[src/rtl/hazard_ctrl_if.sv]
// ============================================================================
// Module      : hazard_ctrl_if
// Description : Bundle of D-stage register-usage info, branch/memory status
//               and the stall/flush/forward controls exchanged between the
//               pipelined datapath (master) and hazard_ctrl (slave).
// Ports       : id_* (D-stage instruction info), ex_branch_taken, mem_busy
//               -> controller; stall_f/stall_d, flush_d/flush_e, fwd_a/fwd_b,
//               mem_timeout, stall_count -> datapath.
// Revision    : 1.0 - initial release
// ============================================================================
`default_nettype none

interface hazard_ctrl_if #(
    parameter int REG_AW = 5,
    parameter int CNT_W  = 32
);
    logic              id_valid;
    logic [REG_AW-1:0] id_rs1;
    logic [REG_AW-1:0] id_rs2;
    logic              id_rs1_used;
    logic              id_rs2_used;
    logic [REG_AW-1:0] id_rd;
    logic              id_regwrite;
    logic              id_memread;
    logic              ex_branch_taken;
    logic              mem_busy;
    logic              stall_f;
    logic              stall_d;
    logic              flush_d;
    logic              flush_e;
    logic [1:0]        fwd_a;
    logic [1:0]        fwd_b;
    logic              mem_timeout;
    logic [CNT_W-1:0]  stall_count;

    modport master (
        output id_valid, id_rs1, id_rs2, id_rs1_used, id_rs2_used,
               id_rd, id_regwrite, id_memread, ex_branch_taken, mem_busy,
        input  stall_f, stall_d, flush_d, flush_e, fwd_a, fwd_b,
               mem_timeout, stall_count
    );

    modport slave (
        input  id_valid, id_rs1, id_rs2, id_rs1_used, id_rs2_used,
               id_rd, id_regwrite, id_memread, ex_branch_taken, mem_busy,
        output stall_f, stall_d, flush_d, flush_e, fwd_a, fwd_b,
               mem_timeout, stall_count
    );
endinterface

`default_nettype wire

[src/rtl/hazard_ctrl.sv]
// ============================================================================
// Module      : hazard_ctrl
// Description : Hazard control for the 5-stage F/D/E/M/W pipeline. Shadows
//               the register usage of E, M and W, and produces stall, flush
//               and operand-forwarding selects. Also watches the data-memory
//               busy handshake and flags a stuck memory.
// Ports       : clk, rst (async, active high), hz (hazard_ctrl_if.slave).
// Build macro : HAZARD_FWD_EN - when defined, E operands are forwarded from
//               M/W; when undefined, fwd_a/fwd_b are 00 and any used D source
//               that matches a live E or M producer stalls until the producer
//               reaches W.
// Revision    : 1.0 - initial release
// ============================================================================
`default_nettype none

module hazard_ctrl #(
    parameter int REG_AW  = 5,
    parameter int CNT_W   = 32,
    parameter int TIMEOUT = 256
) (
    input wire           clk,
    input wire           rst,
    hazard_ctrl_if.slave hz
);

    typedef struct packed {
        logic              valid;
        logic [REG_AW-1:0] rs1;
        logic [REG_AW-1:0] rs2;
        logic              rs1_used;
        logic              rs2_used;
        logic [REG_AW-1:0] rd;
        logic              regwrite;
        logic              memread;
    } e_ent_t;

    typedef struct packed {
        logic              valid;
        logic [REG_AW-1:0] rd;
        logic              regwrite;
        logic              memread;
    } mw_ent_t;

    localparam int               BW        = $clog2(TIMEOUT + 1);
    localparam logic [BW-1:0]    BUSY_LAST = BW'(TIMEOUT - 1);
    localparam logic [BW-1:0]    BUSY_SAT  = BW'(TIMEOUT);
    localparam logic [CNT_W-1:0] CNT_MAX   = '1;

    e_ent_t           r_e, w_e_nxt;
    mw_ent_t          r_m, r_w, w_m_nxt, w_w_nxt;
    logic [BW-1:0]    r_busy_cnt;
    logic             r_timeout;
    logic [CNT_W-1:0] r_stall_cnt;

    logic w_e_live, w_m_live, w_w_live;
    logic w_hit_e, w_hit_m, w_load_use, w_data_stall, w_branch;
    logic w_stall_f, w_stall_d, w_flush_d, w_flush_e;
    logic [1:0] w_fwd_a_calc, w_fwd_b_calc;

    // True when a valid D instruction actually reads register rd.
    function automatic logic reads_reg(
        input logic              valid,
        input logic              u1,
        input logic [REG_AW-1:0] rs1,
        input logic              u2,
        input logic [REG_AW-1:0] rs2,
        input logic [REG_AW-1:0] rd
    );
        return valid && ((u1 && (rs1 == rd)) || (u2 && (rs2 == rd)));
    endfunction

    // M wins over W; loads in M have no data yet, so they are never a source.
    function automatic logic [1:0] fwd_sel(
        input logic              used,
        input logic [REG_AW-1:0] rs,
        input logic              m_ok,
        input logic [REG_AW-1:0] m_rd,
        input logic              w_ok,
        input logic [REG_AW-1:0] w_rd
    );
        if (!used || (rs == '0))   return 2'b00;
        if (m_ok && (m_rd == rs))  return 2'b10;
        if (w_ok && (w_rd == rs))  return 2'b01;
        return 2'b00;
    endfunction

    assign w_e_live = r_e.valid && r_e.regwrite && (r_e.rd != '0);
    assign w_m_live = r_m.valid && r_m.regwrite && (r_m.rd != '0);
    assign w_w_live = r_w.valid && r_w.regwrite && (r_w.rd != '0);

    assign w_hit_e = w_e_live && reads_reg(hz.id_valid, hz.id_rs1_used, hz.id_rs1,
                                           hz.id_rs2_used, hz.id_rs2, r_e.rd);
    assign w_hit_m = w_m_live && reads_reg(hz.id_valid, hz.id_rs1_used, hz.id_rs1,
                                           hz.id_rs2_used, hz.id_rs2, r_m.rd);
    assign w_load_use = w_hit_e && r_e.memread;
    assign w_branch   = r_e.valid && hz.ex_branch_taken;

    assign w_fwd_a_calc = fwd_sel(r_e.rs1_used, r_e.rs1, w_m_live && !r_m.memread,
                                  r_m.rd, w_w_live, r_w.rd);
    assign w_fwd_b_calc = fwd_sel(r_e.rs2_used, r_e.rs2, w_m_live && !r_m.memread,
                                  r_m.rd, w_w_live, r_w.rd);

`ifdef HAZARD_FWD_EN
    logic w_unused;
    assign w_unused     = r_w.memread ^ w_hit_m;
    assign w_data_stall = w_load_use;
    assign hz.fwd_a     = w_fwd_a_calc;
    assign hz.fwd_b     = w_fwd_b_calc;
`else
    // Without bypass paths the consumer waits in D until the producer is in W,
    // where the write-before-read register file hands it the fresh value.
    logic w_unused;
    assign w_unused     = ^{w_fwd_a_calc, w_fwd_b_calc, r_w.memread, w_load_use};
    assign w_data_stall = w_hit_e || w_hit_m;
    assign hz.fwd_a     = 2'b00;
    assign hz.fwd_b     = 2'b00;
`endif

    always_comb begin
        w_stall_f = 1'b0;
        w_stall_d = 1'b0;
        w_flush_d = 1'b0;
        w_flush_e = 1'b0;
        w_e_nxt   = '0;
        if (hz.id_valid) begin
            w_e_nxt = '{valid: 1'b1, rs1: hz.id_rs1, rs2: hz.id_rs2,
                        rs1_used: hz.id_rs1_used, rs2_used: hz.id_rs2_used,
                        rd: hz.id_rd, regwrite: hz.id_regwrite,
                        memread: hz.id_memread};
        end
        w_m_nxt = '{valid: r_e.valid, rd: r_e.rd, regwrite: r_e.regwrite,
                    memread: r_e.memread};
        w_w_nxt = r_m;

        if (hz.mem_busy) begin
            // Freeze: a pending branch waits; E and M hold, W drains.
            w_stall_f = 1'b1;
            w_stall_d = 1'b1;
            w_e_nxt   = r_e;
            w_m_nxt   = r_m;
            w_w_nxt   = '0;
        end else if (w_branch) begin
            w_flush_d = 1'b1;
            w_flush_e = 1'b1;
            w_e_nxt   = '0;
        end else if (w_data_stall) begin
            w_stall_f = 1'b1;
            w_stall_d = 1'b1;
            w_flush_e = 1'b1;
            w_e_nxt   = '0;
        end
    end

    always_ff @(posedge clk or posedge rst) begin
        if (rst) begin
            r_e         <= '0;
            r_m         <= '0;
            r_w         <= '0;
            r_busy_cnt  <= '0;
            r_timeout   <= 1'b0;
            r_stall_cnt <= '0;
        end else begin
            r_e <= w_e_nxt;
            r_m <= w_m_nxt;
            r_w <= w_w_nxt;

            if (!hz.mem_busy) begin
                r_busy_cnt <= '0;
            end else if (r_busy_cnt != BUSY_SAT) begin
                r_busy_cnt <= r_busy_cnt + 1'b1;
            end

            // Sets on the edge that completes the TIMEOUT-th busy cycle.
            if (hz.mem_busy && (r_busy_cnt >= BUSY_LAST)) begin
                r_timeout <= 1'b1;
            end

            if (w_stall_d && (r_stall_cnt != CNT_MAX)) begin
                r_stall_cnt <= r_stall_cnt + 1'b1;
            end
        end
    end

    assign hz.stall_f     = w_stall_f;
    assign hz.stall_d     = w_stall_d;
    assign hz.flush_d     = w_flush_d;
    assign hz.flush_e     = w_flush_e;
    assign hz.mem_timeout = r_timeout;
    assign hz.stall_count = r_stall_cnt;

endmodule

`default_nettype wire

[src/flat_wrapper.sv]
// flat-port wrapper written by rule: the top's interface ports become plain ports
module hazard_ctrl_flat 
#(
    parameter int REG_AW  = 5,
    parameter int CNT_W   = 32,
    parameter int TIMEOUT = 256
)
  (clk, rst, hz_id_valid, hz_id_rs1, hz_id_rs2, hz_id_rs1_used, hz_id_rs2_used, hz_id_rd, hz_id_regwrite, hz_id_memread, hz_ex_branch_taken, hz_mem_busy, hz_stall_f, hz_stall_d, hz_flush_d, hz_flush_e, hz_fwd_a, hz_fwd_b, hz_mem_timeout, hz_stall_count);
  hazard_ctrl_if #(.REG_AW(REG_AW), .CNT_W(CNT_W)) hz_i ();
  input wire clk;
  input wire rst;
  input wire logic [$bits(hz_i.id_valid)-1:0] hz_id_valid;
  input wire logic [$bits(hz_i.id_rs1)-1:0] hz_id_rs1;
  input wire logic [$bits(hz_i.id_rs2)-1:0] hz_id_rs2;
  input wire logic [$bits(hz_i.id_rs1_used)-1:0] hz_id_rs1_used;
  input wire logic [$bits(hz_i.id_rs2_used)-1:0] hz_id_rs2_used;
  input wire logic [$bits(hz_i.id_rd)-1:0] hz_id_rd;
  input wire logic [$bits(hz_i.id_regwrite)-1:0] hz_id_regwrite;
  input wire logic [$bits(hz_i.id_memread)-1:0] hz_id_memread;
  input wire logic [$bits(hz_i.ex_branch_taken)-1:0] hz_ex_branch_taken;
  input wire logic [$bits(hz_i.mem_busy)-1:0] hz_mem_busy;
  output wire logic [$bits(hz_i.stall_f)-1:0] hz_stall_f;
  output wire logic [$bits(hz_i.stall_d)-1:0] hz_stall_d;
  output wire logic [$bits(hz_i.flush_d)-1:0] hz_flush_d;
  output wire logic [$bits(hz_i.flush_e)-1:0] hz_flush_e;
  output wire logic [$bits(hz_i.fwd_a)-1:0] hz_fwd_a;
  output wire logic [$bits(hz_i.fwd_b)-1:0] hz_fwd_b;
  output wire logic [$bits(hz_i.mem_timeout)-1:0] hz_mem_timeout;
  output wire logic [$bits(hz_i.stall_count)-1:0] hz_stall_count;
  assign hz_i.id_valid = hz_id_valid;
  assign hz_i.id_rs1 = hz_id_rs1;
  assign hz_i.id_rs2 = hz_id_rs2;
  assign hz_i.id_rs1_used = hz_id_rs1_used;
  assign hz_i.id_rs2_used = hz_id_rs2_used;
  assign hz_i.id_rd = hz_id_rd;
  assign hz_i.id_regwrite = hz_id_regwrite;
  assign hz_i.id_memread = hz_id_memread;
  assign hz_i.ex_branch_taken = hz_ex_branch_taken;
  assign hz_i.mem_busy = hz_mem_busy;
  assign hz_stall_f = hz_i.stall_f;
  assign hz_stall_d = hz_i.stall_d;
  assign hz_flush_d = hz_i.flush_d;
  assign hz_flush_e = hz_i.flush_e;
  assign hz_fwd_a = hz_i.fwd_a;
  assign hz_fwd_b = hz_i.fwd_b;
  assign hz_mem_timeout = hz_i.mem_timeout;
  assign hz_stall_count = hz_i.stall_count;
  hazard_ctrl #(.REG_AW(REG_AW), .CNT_W(CNT_W), .TIMEOUT(TIMEOUT)) u_core (.clk(clk), .rst(rst), .hz(hz_i));
endmodule
[config.mk]
export PLATFORM = sky130hd
export DESIGN_NAME = hazard_ctrl_flat
export DESIGN_NICKNAME = d
export VERILOG_FILES = /design/src/rtl/hazard_ctrl_if.sv /design/src/rtl/hazard_ctrl.sv /design/src/flat_wrapper.sv
export SDC_FILE = /design/constraint.sdc
export NUM_CORES = 1
export LEC_CHECK = 0
export BUFFER_PORTS_ARGS = -buffer_cell sky130_fd_sc_hd__buf_2
export CORE_ASPECT_RATIO = 1.25
export CORE_MARGIN = 1
export CORE_UTILIZATION = 55
export CTS_BUF_LIST = sky130_fd_sc_hd__clkbuf_16
export CTS_CLUSTER_DIAMETER = 150
export CTS_CLUSTER_SIZE = 25
export DETAILED_ROUTE_END_ITERATION = 16
export MAX_ROUTING_LAYER = met4
export PLACE_DENSITY = 0.8
export SKIP_CTS_REPAIR_TIMING = 1
export SLEW_MARGIN = 20
export SYNTH_ARGS = -nofsm -noshare
export SYNTH_HDL_FRONTEND = slang
export SYNTH_SLANG_ARGS = --single-unit
export TNS_END_PERCENT = 30
[constraint.sdc]
create_clock -name clk -period 2.54 [get_ports clk]
set_input_delay 0 -clock clk [delete_from_list [all_inputs] [get_ports clk]]
set_output_delay 0 -clock clk [all_outputs]
set_load 0.03 [all_outputs]
==> results_dict.tcl <==
set metrics [dict create \
    skew_ns 0.00417 \
    cts_made_buffers 5 \
    ys_ff_latch 56 \
    setup_violations 0 \
    p_per_area_nw_per_um2 629 \
    crit_type "reg2out" \
    num_io_pins 65 \
    first_iter_violations 78 \
    grt_overflow 0 \
    synth_edf_count 0 \
    critPathSlowestCell "dfrtp_1" \
    grt_util_all_layers_pct 24.3 \
    power.share.sequential_pct 47.9 \
    multi_input_area_sq_um 1550 \
    synth.avg_cell_area_sq_um 10.9 \
    register_area_sq_um 1400 \
    die_h_microns 85.5 \
    clk_pin_slew_ns 0.07 \
    syn2layout_area_growth_pct 17.7 \
    drc 0 \
    final_nets 377 \
    insertion_delay_ns 0.29 \
    yosysTopAreaCellShare_pct 45.7 \
    diodes 0 \
    crit_path_start_kind "flop" \
    period_needed_ns 2.44 \
    grt_max_degree 32 \
    vias_per_cell 5.63 \
    synth_top_area_cell "dfrtp_1" \
    wl_per_cell_microns 14.9 \
    status "complete, no violations" \
    cp.required_ns 2.54 \
    timing.critical_path.to_type "output port" \
    synth_seq_area_share_pct 45.7 \
    relSlewSlack_pct 56.9 \
    worstMarginPinSlew_ns 0.646 \
    min_period_over_period_pct 96.0 \
    num-fill-cells 431 \
    clock-root-buffer "clkbuf_16" \
    total_leakage_power_nw 1.66 \
    start_util_pct 56.7 \
    final_design_area_no_fill_sq_um 3610 \
    whs_path_depth 2 \
    hold_path.startpoint "hz_mem_busy" \
    timing.critical_path.buf_inv 2 \
    postRouteAntennaNets 0 \
    first_global_vias 2278 \
    maxSlewViolCount 0 \
    die_w_microns 68.8 \
    firstDrtPassIters 4 \
    vdd_drop_max_uv 692 \
    r2r_end "u_core.hz.stall_count[1]" \
    syn_inst 281 \
    power_frac_comb_pct 22.7 \
    fin_tns_setup_ns 0 \
    rows 30 \
    core_area_sq_um 5410 \
    drive_gt1_share_pct 28.3 \
    arrival_ns 2.44 \
    synth.area.top_cells "dfrtp_1 46%, xnor2_1 15%, nand4_1 3.7%" \
    cts_tree "built" \
    crit_fanout 20 \
    vias 2330 \
    placed_area_sq_um 3390 \
    crit_family "compound AO/OA/AOI/OAI gates" \
    rr_worst_depth 6 \
    h-tree-depth 2 \
    die-area_sq_um 5880 \
    internal_power_mw 1.55 \
    grt_pass1_wl_mm 10.4 \
    dp_hpwl_mm 4.51 \
    io_buffers 59 \
    max_freq_ghz 0.410 \
    cts.sinks 56 \
    crit_chain "or3_1, o311a_1, a22oi_2, o21bai_4, buf_4, buf_2" \
    synth_flop_cell "dfrtp_1" \
    routabilityCongestion 0.805 \
    max_stage_delay_ns 0.43 \
    hold_class "in2reg" \
    p_switching_mw 0.722 \
    finalHoldViolations 0 \
    mappedNetlistArea_sq_um 3070 \
    postLayoutCoreUtil_pct 66.8 \
    synth_cell_types 47 \
    yosys_warnings 0 \
    async_flop_share_pct 100 \
    switching_share_pct 31.8 \
    routed_wl_mm 6.16 \
    r2r_start "u_core.r_e[3]" \
    clock_path_buffers 2 \
    drv_cap 0 \
    rrSetupSlack_ns 0.21 \
    antenna_found_initial 0 \
    hold_end "u_core.r_busy_cnt[5]" \
    power_frac_clock_pct 29.5 \
    rsz0062_at_grt "false" \
]
logic make-up (layout without fill, tap and decap cells):
kind of cell / Yosys count / in the layout / share of synthesized area [%]
AOI/OAI and AO/OA: 28 / 28 / 7.67
muxes: 9 / 9 / 3.43
other: 1 / 4 / 0.122
xor gates and xnor gates: 52 / 52 / 14.9
adders and majority gates: 4 / 4 / 1.63
DFF: 56 / 56 / 45.7
buffers and inverters: 21 / 87 / 4.08
and+or+nand+nor: 110 / 110 / 22.5
per-stage QoR:
| stage | setup slack [ns] | hold WS (ns) | power (mW) | cells |
|---|---|---|---|---|
| 6_report | 0.102 | 0.200 | 2.27 | 414 |
| 5_1_grt | 0.00540 | 0.216 | 2.38 | 414 |
| 4_1_cts | 0.0709 | -0.193 | 2.28 | 407 |
| 3_5_place_dp | 0.214 | 0.132 | 1.61 | 399 |
| 3_3_place_gp | 0.288 | 0.124 | 1.59 | 399 |
| 2_1_floorplan | 0.452 | 0.128 | 1.46 | 284 |
area by class of cell:
type | instances | share of cell area (%)
clock inverters | 3 | 0.520
inverters | 8 | 0.832
multi-input cells | 207 | 43.0
clock buffers | 5 | 3.47
flip-flops and latches | 56 | 38.8
well taps | 64 | 2.22
repair buffers | 71 | 11.2
worst max-delay path by stage:
stage,from,end,slack [ns],cells past startpoint
2_1_floorplan,u_core.hz.stall_count[10],u_core.hz.stall_count[28],0.45,7
3_3_place_gp,u_core.r_e[3],u_core.hz.stall_count[2],0.29,7
3_5_place_dp,u_core.r_e[3],u_core.hz.stall_count[1],0.21,6
4_1_cts,u_core.r_e[3],hz_stall_f,0.07,6
5_1_grt,u_core.r_e[3],hz_stall_f,0.005,6
6_report,u_core.r_e[3],hz_stall_f,0.10,6
cells in the mapped netlist, types with 2 or more instances:
cell      count
dfrtp_1      56
xnor2_1      52
nand4_1      18
nand3_1      17
nand2_1      15
and3_1       14
nor2_1        9
inv_1         8
mux2_2        7
or3_1         7
a22o_1        6
buf_4         6
nand3_2       6
a21boi_0      5
and2_1        4
ha_1          4
o21ai_0       4
buf_6         3
clkbuf_1      3
nor3_2        3
a21o_1        2
a21oi_2       2
nand2b_1      2
nand3b_1      2
nor3_1        2
o22ai_1       2
o311a_1       2
routing by layer:
metal | wire length, microns | share of wire [%] | track usage, % | vias up
met5 | 0 | 0 | - | -
met4 | 91 | 1.5 | 8.16 | 0
met3 | 237 | 3.8 | 4.57 | 8
li1 | - | - | - | 1122
met1 | 2680 | 44 | 29.8 | 1147
met2 | 3140 | 51 | 39.7 | 53
flip-flops by register name, summed over array words and instances, names as in the netlist:
register and cells:
u_core.hz.mem_timeout 1, u_core.hz.stall_count 32, u_core.r_busy_cnt 9, u_core.r_e 7
u_core.r_m 7
layout by cell type (no fill, tap or decap), types with 3 or more instances in the layout:
master,n
nand4_1,18
inv_1,7
buf_2,59
ha_1,4
a22o_1,6
nand3_1,17
nand2_1,15
mux2_2,7
a21boi_0,5
dlygate4sd3_1,7
and3_1,14
xnor2_1,52
buf_4,5
nor2_1,9
nor3_2,3
clkbuf_16,5
nand3_2,6
conb_1,4
and2_1,4
or3_1,7
o21ai_0,4
dfrtp_1,56
power by group through the flow:
stage,registers [mW],clock network [mW],logic (mW)
finish,1.09,0.669,0.514
global route,1.10,0.721,0.557
CTS,1.09,0.686,0.511
detailed placement,1.10,0,0.506
global placement,1.10,0,0.491
floorplan,1.20,0,0.264
No activity file was read; power rests on OpenSTA's default activity.
